**src/rtl/param_stack_pkg.sv**
```systemverilog
//==============================================================================
// Module      : param_stack_pkg
// Description : Shared definitions for the return-address stack: program
//               counter width and the stack command encoding.
// Revision    : 1.0 - initial release
//==============================================================================
`default_nettype none

package param_stack_pkg;

    localparam int c_PC_WIDTH = 11;

    typedef enum logic [1:0] {
        c_STK_NOP     = 2'b00,
        c_STK_PUSH    = 2'b01,
        c_STK_POP     = 2'b10,
        c_STK_REPLACE = 2'b11
    } stk_cmd_e;

endpackage

`default_nettype wire

```
**src/rtl/param_stack_file.sv**
```systemverilog
//==============================================================================
// Module      : param_stack_file
// Description : DEPTH x WIDTH frame storage with one write port, one
//               asynchronous read port and a synchronous active-low clear.
// Revision    : 1.0 - initial release
//==============================================================================
`default_nettype none

module param_stack_file #(
    parameter int WIDTH = 11,
    parameter int DEPTH = 2,
    parameter int AW    = $clog2(DEPTH)
) (
    input  logic             clk,
    input  logic             rst,
    input  logic             i_we,
    input  logic [AW-1:0]    i_waddr,
    input  logic [WIDTH-1:0] i_wdata,
    input  logic [AW-1:0]    i_raddr,
    output logic [WIDTH-1:0] o_rdata
);

    logic [WIDTH-1:0] r_frame_q [DEPTH];

    for (genvar gi = 0; gi < DEPTH; gi++) begin : g_row
        logic w_row_we;
        assign w_row_we = i_we && (i_waddr == AW'(gi));

        always_ff @(posedge clk) begin
            if (!rst) begin
                r_frame_q[gi] <= '0;
            end else if (w_row_we) begin
                r_frame_q[gi] <= i_wdata;
            end
        end
    end

    assign o_rdata = r_frame_q[i_raddr];

endmodule

`default_nettype wire

```
**src/rtl/param_stack.sv**
```systemverilog
//==============================================================================
// Module      : param_stack
// Description : Parametrised return-address stack with replace command,
//               occupancy status and wrap/saturate overflow policy.
//               Sticky error flags are built only when STACK_ERR_FLAGS_EN
//               is defined.
// Revision    : 1.0 - initial release
//==============================================================================
`default_nettype none

module param_stack
    import param_stack_pkg::*;
#(
    parameter int WIDTH = c_PC_WIDTH,
    parameter int DEPTH = 2,
    parameter int WRAP  = 1
) (
    input  logic                     clk,
    input  logic                     rst,
    input  logic [1:0]               commandIn,
    input  logic [WIDTH-1:0]         in,
    output logic [WIDTH-1:0]         topOut,
    output logic [$clog2(DEPTH):0]   countOut,
    output logic                     fullOut,
    output logic                     emptyOut,
    input  logic                     errClrIn,
    output logic                     overflowOut,
    output logic                     underflowOut
);

    localparam int c_AW = $clog2(DEPTH);
    localparam int c_CW = c_AW + 1;

    logic [c_AW-1:0] r_ptr_q,   w_ptr_d;
    logic [c_CW-1:0] r_count_q, w_count_d;
    logic [c_AW-1:0] w_top_idx;
    logic [c_AW-1:0] w_waddr;
    logic            w_we;
    logic            w_full;
    logic            w_empty;
    logic            w_push_ovf;
    logic            w_pop_unf;

    assign w_full    = (r_count_q == c_CW'(DEPTH));
    assign w_empty   = (r_count_q == '0);
    // DEPTH is a power of two, so pointer arithmetic wraps modulo DEPTH for free
    assign w_top_idx = r_ptr_q - c_AW'(1);

    always_comb begin
        w_ptr_d    = r_ptr_q;
        w_count_d  = r_count_q;
        w_we       = 1'b0;
        w_waddr    = r_ptr_q;
        w_push_ovf = 1'b0;
        w_pop_unf  = 1'b0;
        case (stk_cmd_e'(commandIn))
            c_STK_PUSH: begin
                if (w_full) begin
                    w_push_ovf = 1'b1;
                    if (WRAP != 0) begin
                        w_we    = 1'b1;
                        w_ptr_d = r_ptr_q + c_AW'(1);
                    end
                end else begin
                    w_we      = 1'b1;
                    w_ptr_d   = r_ptr_q + c_AW'(1);
                    w_count_d = r_count_q + c_CW'(1);
                end
            end
            c_STK_POP: begin
                if (w_empty) begin
                    w_pop_unf = 1'b1;
                    if (WRAP != 0) begin
                        w_ptr_d = w_top_idx;
                    end
                end else begin
                    w_ptr_d   = w_top_idx;
                    w_count_d = r_count_q - c_CW'(1);
                end
            end
            c_STK_REPLACE: begin
                w_we    = 1'b1;
                w_waddr = w_top_idx;
            end
            default: begin
            end
        endcase
    end

    always_ff @(posedge clk) begin
        if (!rst) begin
            r_ptr_q   <= '0;
            r_count_q <= '0;
        end else begin
            r_ptr_q   <= w_ptr_d;
            r_count_q <= w_count_d;
        end
    end

    param_stack_file #(
        .WIDTH (WIDTH),
        .DEPTH (DEPTH),
        .AW    (c_AW)
    ) u_file (
        .clk     (clk),
        .rst     (rst),
        .i_we    (w_we),
        .i_waddr (w_waddr),
        .i_wdata (in),
        .i_raddr (w_top_idx),
        .o_rdata (topOut)
    );

    assign countOut = r_count_q;
    assign fullOut  = w_full;
    assign emptyOut = w_empty;

`ifdef STACK_ERR_FLAGS_EN
    logic r_overflow_q,  w_overflow_d;
    logic r_underflow_q, w_underflow_d;

    // Clear wins over a same-cycle set
    always_comb begin
        w_overflow_d  = errClrIn ? 1'b0 : (r_overflow_q  | w_push_ovf);
        w_underflow_d = errClrIn ? 1'b0 : (r_underflow_q | w_pop_unf);
    end

    always_ff @(posedge clk) begin
        if (!rst) begin
            r_overflow_q  <= 1'b0;
            r_underflow_q <= 1'b0;
        end else begin
            r_overflow_q  <= w_overflow_d;
            r_underflow_q <= w_underflow_d;
        end
    end

    assign overflowOut  = r_overflow_q;
    assign underflowOut = r_underflow_q;
`else
    logic w_unused_flags;
    assign w_unused_flags = ^{errClrIn, w_push_ovf, w_pop_unf};
    assign overflowOut    = 1'b0;
    assign underflowOut   = 1'b0;
`endif

endmodule

`default_nettype wire

```
**config.mk**
```make
export PLATFORM = sky130hd
export DESIGN_NAME = param_stack
export DESIGN_NICKNAME = d
export VERILOG_FILES = /design/src/rtl/param_stack_pkg.sv /design/src/rtl/param_stack_file.sv /design/src/rtl/param_stack.sv
export SDC_FILE = /design/constraint.sdc
export NUM_CORES = 1
export LEC_CHECK = 0
export ABC_AREA = 1
export BUFFER_PORTS_ARGS = -buffer_cell sky130_fd_sc_hd__buf_2
export CAP_MARGIN = 20
export CORE_MARGIN = 3
export CORE_UTILIZATION = 46
export CTS_CLUSTER_SIZE = 10
export DETAILED_ROUTE_END_ITERATION = 10
export HOLD_SLACK_MARGIN = 0.06
export PLACE_DENSITY = 0.74
export SYNTH_ARGS = -nofsm -noshare
export SYNTH_HDL_FRONTEND = slang
export SYNTH_SLANG_ARGS = --single-unit
```
**constraint.sdc**
```tcl
create_clock -name clk -period 1.2 [get_ports clk]
set_clock_uncertainty 0.05 [all_clocks]
set_input_delay 0.18 -clock clk [delete_from_list [all_inputs] [get_ports clk]]
set_output_delay 0.18 -clock clk [all_outputs]
set_load 0.005 [all_outputs]
```
==> out/qor.yml <==
crit_arrival_ns: 1.26
failed_checks: "negative setup slack"
status: "finished, violations left"
crit_path_max_incr_delay_ns: 0.40
antenna_left: 0
grt_usage_pct: 20.4
ys_types: 20
yosysSeqAreaShare_pct: 57.4
antenna_found_initial: 0
path_depth: 5
min_path_type: "input port to flop"
grt_max_degree: 15
dp_cells: 200
drv_cap: 0
clockRootBuffer: "clkbuf_4"
grt_setup_unrepaired: "true"
synthCells: 140
endpoint_kind: "output port"
crit_required_ns: 0.97
synth_seq_cells: 25
start_util_pct: 49.3
clk_latency_ns: 0.33
finalNonFillerCells: 217
syn_to_final_growth_pct: 47.2
first_pass_iters: 4
placed_cell_area_um2: 1490
cts.hold.buffers_added: 0
initialDrtViolationCount: 49
core_um2: 2540
cts_tree: "built"
grt_pass1_vias: 1037
yosysWarnings: 0
critPathBufInv: 3
critPathKind: "flop to output port"
grt_pass1_wl_um: 5000
num_io_pins: 33
diodes: 0
drv_slew: 0
fin_crit_ns: 1.49
chipWidth_um: 58.2
clk_pin_slew_ns: 0.14
wl_um: 3190
grt-ovfl-total: 0
dieArea_um2: 3390
power.leakage_uw: 0.000882
htreeDepth: 1
clk_path_buf_depth: 2
cpMaxStageDelayCell: "dfxtp_4"
place_congestion: 0.764
seq_area_um2: 732
fin_ws_ns: -0.286
routed_via_density: 4.91
post-route-period-util_pct: 124
syn_area_per_cell_um2: 8.96
multi_input_area_um2: 641
cp_max_fo: 6
tns_ns: -9.92
syn_area_um2: 1250
start_kind: "flop"
crit_chain: "clkinvlp_4 -> buf_12 -> nand2_2 -> nand2_1 -> buf_2"
clock_sinks: 25
num_rows: 18
max-vdd-ir-drop_v: 0.000940
vias: 1065
finish.instance_area_um2: 1850
drive_gt1_share_pct: 52.4
fmax_ghz: 0.673
wl_per_cell_um: 14.7
dpl.hpwl_um: 1670
io_buffers: 29
critPathTopFamily: "flip-flops"
setup-violations-final: 56
fin_nets: 208
worstHoldPathCells: 3
hold_viol: 0
drc: 0
numCtsBuffers: 3
fillCellCount: 177
die_h_um: 58.2
r2r_cells: 6
power.density_nw_per_um2: 1150
==> placed cells by master, fill, tap and decap left out <==
cell | Yosys | layout
nand2_1 | 48 | 33
buf_2 | 1 | 28
edfxtp_1 | 22 | 22
nor2_2 | 10 | 18
inv_1 | 18 | 16
nand2_2 | 0 | 9
buf_4 | 2 | 9
nor2_1 | 16 | 6
nand2_4 | 0 | 5
buf_6 | 1 | 5
nand3_1 | 5 | 4
nand2_8 | 0 | 3
nand3_4 | 0 | 3
ha_1 | 4 | 3
clkbuf_4 | 0 | 3
dfxtp_4 | 0 | 3
nor2_4 | 0 | 2
conb_1 | 1 | 2
buf_12 | 0 | 2
clkinvlp_4 | 0 | 1
xnor2_4 | 0 | 1
inv_2 | 1 | 1
or2_4 | 0 | 1
inv_4 | 0 | 1
a21boi_0 | 1 | 1
o21ai_0 | 1 | 1
a21oi_1 | 1 | 1
ha_2 | 0 | 1
clkinv_2 | 0 | 1
buf_16 | 0 | 1
==> Yosys cell counts <==
cell / n / area share, %
nand2_1: 48 / 14
buf_2: 1 / 0.40
edfxtp_1: 22 / 53
buf_4: 2 / 1.2
buf_6: 1 / 0.90
clkbuf_1: 2 / 0.60
dfxtp_1: 3 / 4.8
nor2_2: 10 / 5.0
a21oi_1: 1 / 0.40
inv_2: 1 / 0.30
a21boi_0: 1 / 0.60
nand3_1: 5 / 2.0
nand3_2: 1 / 0.80
ha_1: 4 / 4.0
xnor2_1: 1 / 0.70
o21ai_0: 1 / 0.40
nor2_1: 16 / 4.8
conb_1: 1 / 0.30
or2_2: 1 / 0.50
inv_1: 18 / 5.4
==> power breakdown <==
| part | total [uW] | switching, uW | internal, uW |
|---|---|---|---|
| clock network | 395 | 270 | 126 |
| logic | 630 | 342 | 288 |
| registers | 1090 | 52.5 | 1040 |
==> worst register-to-register path, delay by kind of cell, from the launching register on <==
kind	cells	cell delay (ns)
buffers and inverters	3	0.43
DFF	1	0.39
xor gates and xnor gates	1	0.17
and+or+nand+nor	2	0.28
==> state kept, by name (all words and copies together) (netlist names) <==
register	flops
r_ptr_q	1
u_file.r_frame_q	22
countOut	2
==> layout make-up <==
type | count | share of cell area [%]
Clock inverter | 1 | 0.271
Sequential cell | 25 | 39.6
Inverter | 19 | 4.20
Tap cell | 30 | 2.03
Clock buffer | 3 | 1.22
Multi-Input combinational cell | 94 | 34.7
Timing Repair Buffer | 45 | 18.0
==> per-stage QoR <==
| stage | util, % | hold slack (ns) | power, uW | setup WS [ns] |
|---|---|---|---|---|
| final | 72.6 | 0.0824 | 2120 | -0.286 |
| after global routing | 72.6 | 0.105 | 2210 | -0.329 |
| after CTS | 67.8 | 0.113 | 1980 | -0.215 |
| after detailed placement | 58.7 | 0.449 | 1480 | -0.184 |
| after global placement | 58.7 | 0.440 | 1460 | -0.150 |
| after floorplan | - | 0.256 | 1320 | 0.00325 |
==> logic make-up after synthesis <==
kind of cell / Yosys count / synth area share [%]
flops: 25 / 57.4
other cells: 1 / 0.299
simple gates: 81 / 27.4
buf+inv: 25 / 8.77
compound gates: 3 / 1.40
fa+ha+maj: 4 / 3.99
xor+xnor: 1 / 0.698
==> per-layer routing <==
metal  part of all wire [%]  track usage, %
met1                     40            23.9
met2                     52            36.8
met3                    5.8            3.12
met4                    2.1            8.61
met5                      0               0
==> worst paths after layout <==
| path | startpoint | slack (ns) | endpoint |
|---|---|---|---|
| min reg2reg | countOut[0] | 0.59 | countOut[0] |
| max reg2reg | r_ptr_q | -0.24 | u_file.r_frame_q[0][10] |
| min | in[9] | 0.08 | u_file.r_frame_q[0][9] |
| max | r_ptr_q | -0.29 | topOut[9] |
==> repair_timing <==
action | 4_1_cts | 5_1_grt
endpoints found under the setup margin | 57 | 58
setup buffers | 7 | 2
pin swaps | 7 | 5
endpoints found under the hold margin | 0 | 0
resized for setup | 23 | 31
cloned | 4 | 0
Note: power is estimated with default switching activity, not from simulation.
